==> src/rtl/ifetch_pkg.sv <==
// Shared types and constants for the instruction-fetch responder and its output FIFO.
// Latency: n/a (declarations only).
// Backpressure: n/a (declarations only).
package ifetch_pkg;

  // Bus-side control state: idle, one request outstanding, or dead after a bus timeout
  typedef enum logic [1:0] {
    S_IDLE = 2'd0,
    S_WAIT = 2'd1,
    S_ERR  = 2'd2
  } state_t;

  // Instruction handed to decode when the bus never answers (addi x0,x0,0)
  localparam logic [31:0] NOP_INSTR_C = 32'h0000_0013;

  // One FIFO slot toward decode
  typedef struct packed {
    logic [31:0] instr;
    logic [31:0] pc;
    logic        err;
  } fetch_entry_t;

  localparam int ENTRY_W = $bits(fetch_entry_t);

  // Build an entry from its fields
  function automatic fetch_entry_t make_entry(input logic [31:0] instr,
                                              input logic [31:0] pc,
                                              input logic        err);
    fetch_entry_t e;
    e.instr = instr;
    e.pc    = pc;
    e.err   = err;
    return e;
  endfunction

endpackage

==> src/rtl/ifetch_fifo2.sv <==
// Two-entry fetch FIFO toward decode with synchronous flush; slot 0 is always the head.
// Latency: one cycle from push to head visible on o_head/o_vld.
// Backpressure: a push into a full FIFO without a same-cycle pop is dropped; the caller's credit rule prevents it.
module ifetch_fifo2
  import ifetch_pkg::*;
(
  input  logic               CLK,
  input  logic               RSTn,
  input  logic               i_flush,
  input  logic               i_push,
  input  logic [ENTRY_W-1:0] i_push_dat,
  input  logic               i_pop,
  output logic               o_vld,
  output logic [ENTRY_W-1:0] o_head,
  output logic [1:0]         o_count
);

  fetch_entry_t r_slot0;
  fetch_entry_t r_slot1;
  logic [1:0]   r_count;

  fetch_entry_t w_din;
  logic         w_do_pop;
  logic         w_do_push;

  assign w_din     = fetch_entry_t'(i_push_dat);
  assign w_do_pop  = i_pop & (r_count != 2'd0);
  assign w_do_push = i_push & ((r_count != 2'd2) | w_do_pop);

  // Shift-style storage: a pop moves slot 1 forward so the head never needs a read pointer
  always_ff @(posedge CLK or negedge RSTn) begin
    if (!RSTn) begin
      r_slot0 <= '0;
      r_slot1 <= '0;
      r_count <= 2'd0;
    end else if (i_flush) begin
      // A flush drops everything; an entry pushed in the same cycle still lands
      r_count <= {1'b0, i_push};
      if (i_push) begin
        r_slot0 <= w_din;
      end
    end else begin
      case ({w_do_push, w_do_pop})
        2'b10: begin
          if (r_count == 2'd0) begin
            r_slot0 <= w_din;
          end else begin
            r_slot1 <= w_din;
          end
          r_count <= r_count + 2'd1;
        end
        2'b01: begin
          r_slot0 <= r_slot1;
          r_count <= r_count - 2'd1;
        end
        2'b11: begin
          if (r_count == 2'd1) begin
            r_slot0 <= w_din;
          end else begin
            r_slot0 <= r_slot1;
            r_slot1 <= w_din;
          end
        end
        default: begin
        end
      endcase
    end
  end

  assign o_vld   = (r_count != 2'd0);
  assign o_head  = r_slot0;
  assign o_count = r_count;

endmodule

==> src/rtl/ifetch_responder.sv <==
// Fetch responder: issues one instruction-memory request at a time and queues returns for decode.
// Latency: PC to dec_valid is 2 cycles with zero-wait memory; sustained 1 instruction per cycle.
// Backpressure: stall (combinational) holds the PC generator whenever a new request cannot be issued.
module ifetch_responder
  import ifetch_pkg::*;
#(
  parameter int          DEPTH       = 2,
  parameter int          TIMEOUT_CYC = 255,
  parameter logic [31:0] NOP_INSTR   = NOP_INSTR_C
) (
  input  logic        CLK,
  input  logic        RSTn,
  input  logic [31:0] PC,
  input  logic        br_en,
  input  logic [31:0] br_addr,
  output logic        stall,
  output logic        mem_req,
  output logic [31:0] mem_addr,
  input  logic        mem_ack,
  input  logic [31:0] mem_rdata,
  output logic        dec_valid,
  output logic [31:0] dec_instr,
  output logic [31:0] dec_pc,
  output logic        dec_err,
  input  logic        dec_ready
);

  localparam int               CNT_W   = $clog2(TIMEOUT_CYC + 1);
  localparam logic [CNT_W-1:0] TO_LAST = CNT_W'(TIMEOUT_CYC - 1);
  localparam logic [2:0]       OCC_MAX = 3'(DEPTH - 1);

  // Registered state
  state_t           r_state;
  logic             r_mem_req;
  logic [31:0]      r_mem_addr;
  logic             r_flush_pend;
  logic             r_redir_pend;
  logic [31:0]      r_redir_addr;
  logic [CNT_W-1:0] r_wait_cnt;

  // Next-state values
  state_t           w_state_nxt;
  logic             w_mem_req_nxt;
  logic [31:0]      w_mem_addr_nxt;
  logic             w_flush_pend_nxt;
  logic             w_redir_pend_nxt;
  logic [31:0]      w_redir_addr_nxt;
  logic [CNT_W-1:0] w_wait_cnt_nxt;

  // Datapath / control wires
  logic             w_in_wait;
  logic             w_ack;
  logic             w_timeout;
  logic             w_flush;
  logic             w_pop;
  logic             w_push_data;
  logic             w_push;
  logic [1:0]       w_count;
  logic [2:0]       w_occ_next;
  logic             w_slot_open;
  logic             w_accept;
  logic [31:0]      w_issue_addr;
  logic             w_fifo_vld;
  fetch_entry_t     w_push_ent;
  logic [ENTRY_W-1:0] w_head_vec;
  fetch_entry_t     w_head;

  assign w_in_wait = (r_state == S_WAIT);
  assign w_ack     = w_in_wait & mem_ack;
  assign w_timeout = w_in_wait & ~mem_ack & (r_wait_cnt == TO_LAST);

  // Redirects flush the decode queue in every live state; after a bus error they are ignored
  assign w_flush = br_en & (r_state != S_ERR);

  // Same-cycle flush beats a decode pop, and returning data is dropped under a redirect
  assign w_pop       = dec_valid & dec_ready & ~br_en;
  assign w_push_data = w_ack & ~r_flush_pend & ~br_en;
  assign w_push      = w_push_data | w_timeout;

  assign w_push_ent = w_timeout ? make_entry(NOP_INSTR, r_mem_addr, 1'b1)
                                : make_entry(mem_rdata, r_mem_addr, 1'b0);

  // Occupancy after this edge; a request may only go out if its return will find a free slot
  assign w_occ_next = {1'b0, w_count} - {2'b00, w_pop} + {2'b00, w_push};

  // The bus is free for a new request when idle or when the outstanding one completes now
  assign w_slot_open = (r_state == S_IDLE) | w_ack;
  assign w_accept    = w_slot_open & (br_en | (w_occ_next <= OCC_MAX));
  assign stall       = ~w_accept;

  // A fresh redirect wins, then a remembered one, else the sequential PC
  assign w_issue_addr = br_en        ? br_addr :
                        r_redir_pend ? r_redir_addr : PC;

  ifetch_fifo2 u_fifo (
    .CLK        (CLK),
    .RSTn       (RSTn),
    .i_flush    (w_flush),
    .i_push     (w_push),
    .i_push_dat (w_push_ent),
    .i_pop      (w_pop),
    .o_vld      (w_fifo_vld),
    .o_head     (w_head_vec),
    .o_count    (w_count)
  );

  assign w_head    = fetch_entry_t'(w_head_vec);
  assign dec_valid = w_fifo_vld;
  assign dec_instr = w_head.instr;
  assign dec_pc    = w_head.pc;
  assign dec_err   = w_head.err;

  assign mem_req  = r_mem_req;
  assign mem_addr = r_mem_addr;

  // Next-state and bus-control decode; every field holds unless a rule below changes it
  always_comb begin
    w_state_nxt      = r_state;
    w_mem_req_nxt    = r_mem_req;
    w_mem_addr_nxt   = r_mem_addr;
    w_flush_pend_nxt = r_flush_pend;
    w_redir_pend_nxt = r_redir_pend;
    w_redir_addr_nxt = r_redir_addr;
    w_wait_cnt_nxt   = r_wait_cnt;

    case (r_state)
      S_IDLE: begin
        if (w_accept) begin
          w_state_nxt      = S_WAIT;
          w_mem_req_nxt    = 1'b1;
          w_mem_addr_nxt   = w_issue_addr;
          w_redir_pend_nxt = 1'b0;
          w_wait_cnt_nxt   = '0;
        end
      end
      S_WAIT: begin
        if (w_ack) begin
          // Whatever came back, the discard obligation is now met
          w_flush_pend_nxt = 1'b0;
          if (w_accept) begin
            w_mem_req_nxt    = 1'b1;
            w_mem_addr_nxt   = w_issue_addr;
            w_redir_pend_nxt = 1'b0;
            w_wait_cnt_nxt   = '0;
          end else begin
            w_state_nxt   = S_IDLE;
            w_mem_req_nxt = 1'b0;
          end
        end else if (w_timeout) begin
          w_state_nxt    = S_ERR;
          w_mem_req_nxt  = 1'b0;
          w_wait_cnt_nxt = r_wait_cnt + 1'b1;
        end else begin
          w_wait_cnt_nxt = r_wait_cnt + 1'b1;
          // The in-flight request cannot be cancelled: mark its data for discard and remember the target
          if (br_en) begin
            w_flush_pend_nxt = 1'b1;
            w_redir_pend_nxt = 1'b1;
            w_redir_addr_nxt = br_addr;
          end
        end
      end
      S_ERR: begin
        w_mem_req_nxt = 1'b0;
      end
      default: begin
        w_state_nxt   = S_IDLE;
        w_mem_req_nxt = 1'b0;
      end
    endcase
  end

  // State and bus-control registers
  always_ff @(posedge CLK or negedge RSTn) begin
    if (!RSTn) begin
      r_state      <= S_IDLE;
      r_mem_req    <= 1'b0;
      r_mem_addr   <= 32'h0;
      r_flush_pend <= 1'b0;
      r_redir_pend <= 1'b0;
      r_redir_addr <= 32'h0;
      r_wait_cnt   <= '0;
    end else begin
      r_state      <= w_state_nxt;
      r_mem_req    <= w_mem_req_nxt;
      r_mem_addr   <= w_mem_addr_nxt;
      r_flush_pend <= w_flush_pend_nxt;
      r_redir_pend <= w_redir_pend_nxt;
      r_redir_addr <= w_redir_addr_nxt;
      r_wait_cnt   <= w_wait_cnt_nxt;
    end
  end

endmodule

==> config.mk <==
export PLATFORM = sky130hd
export DESIGN_NAME = ifetch_responder
export DESIGN_NICKNAME = d
export VERILOG_FILES = /design/src/rtl/ifetch_pkg.sv /design/src/rtl/ifetch_fifo2.sv /design/src/rtl/ifetch_responder.sv
export SDC_FILE = /design/constraint.sdc
export NUM_CORES = 1
export LEC_CHECK = 0
export CORE_MARGIN = 2
export CORE_UTILIZATION = 55
export CTS_CLUSTER_DIAMETER = 120
export DETAILED_ROUTE_END_ITERATION = 16
export DONT_BUFFER_PORTS = 1
export PLACE_DENSITY = 0.76
export SLEW_MARGIN = 5
export SYNTH_ARGS = -nofsm -noshare
export SYNTH_HDL_FRONTEND = slang
export SYNTH_SLANG_ARGS = --single-unit
==> constraint.sdc <==
create_clock -name CLK -period 4.5 [get_ports CLK]
set_input_delay 0.9 -clock CLK [delete_from_list [all_inputs] [get_ports CLK]]
set_output_delay 0.9 -clock CLK [all_outputs]
set_load 0.02 [all_outputs]
==> metrics.cfg <==
[detailed_routing]
avgViaCountPerCell = 5.75
drtPass1Iterations = 5
drt-total-wl_mm = 21.0
ant_nets = 0
via_count = 6621
wl_per_cell_um = 18.3
first_iter_violations = 370
drc = 0

[yosys]
ys_warn_count = 0
ys_types = 53
synthTopCellsByArea = dfrtp_1 54%, mux2_2 7.4%, nand2_1 6.6%, nor2_1 4.3%, mux2i_1 3.6%
synth_top_area_share_pct = 53.6
synth_fp_nets = 1085
synth.cell_area_um2 = 9750
yosysTopAreaCell = dfrtp_1
synth_edf_count = 0
ys_ff_latch = 209
avgSynthCellArea_um2 = 9.99
seq_area_frac_synth_pct = 53.6
ys_dominant_reg_cell = dfrtp_1
syn_inst = 976
async_reset_ff_share_pct = 100

[clock_network]
clk_latency_ns = 0.49
cts_max_path_buffers = 3
postCtsSetupBuffers = 0
clkTransAtPathRegs_ns = 0.06
cts_tree = yes
postCtsHoldBufs = 0
clock-sinks = 209
cts_resized = 0
h-tree-depth = 1
cts_root_buf = clkbuf_16
cts_buffers = 23

[pwr]
switchingPower_mw = 2.87
power.total_mw = 7.53
clock_power_share_pct = 26.1
p_seq_share_pct = 52.0
pwr-share-comb_pct = 21.9
p_sw_share_pct = 38.2
p_leak_nw = 4.65
ir_drop_uv = 443
p_int_mw = 4.66
powerDensity_nw_per_um2 = 731

[critical_path]
crit_family = adder cells
start_kind = register
max_stage_delay_ns = 0.57
critical_path_required_ns = 3.60
endpoint_kind = output pin
worstPathCellList = inv_1 > ha_1 > or3b_1 > inv_2 > ha_1 > inv_1 > ha_1 > fa_1 > o21bai_1 > nand3_2
path_buf_inv = 3
slowest_stage = or3b_1
arrival_ns = 3.35
critPathKind = register to output pin
path_common_cell = ha_1
cp_max_fo = 8
r2r_slack_ns = 0.84

[finish]
final_cell_mix = 208 x dfrtp_1, 171 x nand2_1, 111 x nor2_1, 67 x a21oi_1, 67 x o21ai_0
drive_gt1_share_pct = 13.7
syn2layout_area_growth_pct = 5.66
register_area_um2 = 5230
final_common_cell = dfrtp_1
num_antenna_cells = 0
multi_input_area_um2 = 3830
final_util_pct = 59.6
fillers = 1422
nets = 1021

[floorplanning]
die_h_um = 137
start_util_pct = 56.4
coreArea_um2 = 17300
dieArea_um2 = 18800
row_count = 48
chipWidth_um = 137
ios = 201

[flow_run]
cap_violations = 0

[global_routing]
grt_first_pass_wirelength_mm = 33.7
met1_usage_pct = 28.9
grt_pass1_vias = 6550
grt_overflow = 0
grt_max_degree = 210
grt_busiest_layer = met2
grt_use_met3_pct = 7.96
antenna_found_initial = 0
grt_usage_pct = 22.3
met2_usage_pct = 35.8

[status]
status = finished clean

[sta]
finalCriticalPeriod_ns = 4.25
setup_viol = 0
hold_viol = 0
period_share_pct = 94.4
relSlewSlack_pct = 25.2
fin_setup_tns_ns = 0
final_max_slew_viol_count = 0
finClkSkew_ns = 0.00773
fmax_mhz = 235
tightest_slew_ns = 1.12
rsz0062_at_grt = false

[place]
dp_hpwl_mm = 13.4
place_congestion = 0.864
io_buffers = 0

[hold_path]
hp-class = primary input to asynchronous set/reset pin

==> worst paths after layout <==
check,start,end,cells after the start
min,RSTn,u_fifo.o_head[42],0
max reg2reg,u_fifo.o_count[1],mem_addr[7],13
max in group asynchronous,RSTn,u_fifo.r_slot1[8],0
min in group CLK,u_fifo.r_slot1[56],u_fifo.r_slot1[56],2
max,u_fifo.o_count[1],stall,10
min reg2reg,u_fifo.r_slot1[56],u_fifo.r_slot1[56],2
==> power groups by stage <==
stage | logic [mW] | registers [mW] | clock network [mW]
floorplan | 1.86 | 3.47 | 0
global placement | 1.58 | 3.92 | 0
detailed placement | 1.66 | 3.96 | 0
CTS | 1.67 | 3.93 | 2.00
global route | 1.89 | 4.05 | 2.08
finish | 1.65 | 3.92 | 1.97
==> worst register-to-register path: stages, from the launching register on <==
cell and delay [ns]:
dfrtp_1 0.42, inv_1 0.13, ha_1 0.22, or3b_1 0.57, inv_2 0.18, ha_1 0.14
inv_1 0.04, ha_1 0.18, fa_1 0.37, xnor2_1 0.20, o21bai_1 0.12, nand3_2 0.18
buf_4 0.51, o21ai_0 0.25
==> synth_stat cells, types with 3 or more instances <==
library cell and instances:
dfrtp_1 209, nand2_1 171, nor2_1 111, a21oi_1 67
o21ai_0 67, mux2_2 64, buf_4 38, mux2i_1 35
a31oi_1 33, a22oi_1 31, buf_2 29, clkbuf_1 19
buf_6 12, inv_1 12, o21ai_1 11, ha_1 7
nand3_1 7, nor3_1 4, o221ai_1 3, o22ai_1 3
==> through the flow <==
step	hold slack, ns	area, µm²	cells	setup WS (ns)
2_1_floorplan	0.449	9750	976	0.239
3_3_place_gp	0.463	9500	1112	0.708
3_5_place_dp	0.471	9500	1112	0.672
4_1_cts	0.0841	10300	1152	0.233
5_1_grt	0.0704	10300	1152	0.0791
6_report	0.0985	10300	1152	0.254
==> final cells by class <==
type,instances,share of cell area (%)
Inverter,14,0.510
Sequential cell,209,50.8
Multi-Input combinational cell,652,37.2
Timing Repair Buffer,12,0.996
Clock buffer,31,6.56
Tap cell,225,2.73
Clock inverter,9,1.24
==> registers in the layout, indices dropped and copies added, names as in the netlist <==
name            count
u_fifo.o_head      65
u_fifo.r_slot1     65
mem_addr           32
r_redir_addr       32
r_wait_cnt          8
r_state             2
u_fifo.o_count      2
mem_req             1
r_flush_pend        1
r_redir_pend        1
==> cells by family (layout without fill, tap and decap cells) <==
logic type	after synthesis	count (layout)	synth area share, %
XOR/XNOR	1	1	0.0898
AND/OR/NAND/NOR	311	311	12.8
buffers and inverters	115	66	7.20
flip-flops	209	209	53.6
AO/OA/AOI/OAI	233	233	14.2
multiplexers	99	99	11.0
adder cells (fa/ha/maj)	8	8	1.10
==> per-layer routing <==
metal	part of all wire [%]	wire length, µm
met1	41	8620
met2	46	9630
met3	11	2310
met4	2.2	463
met5	0	0
(Power assumes the default switching activity.)
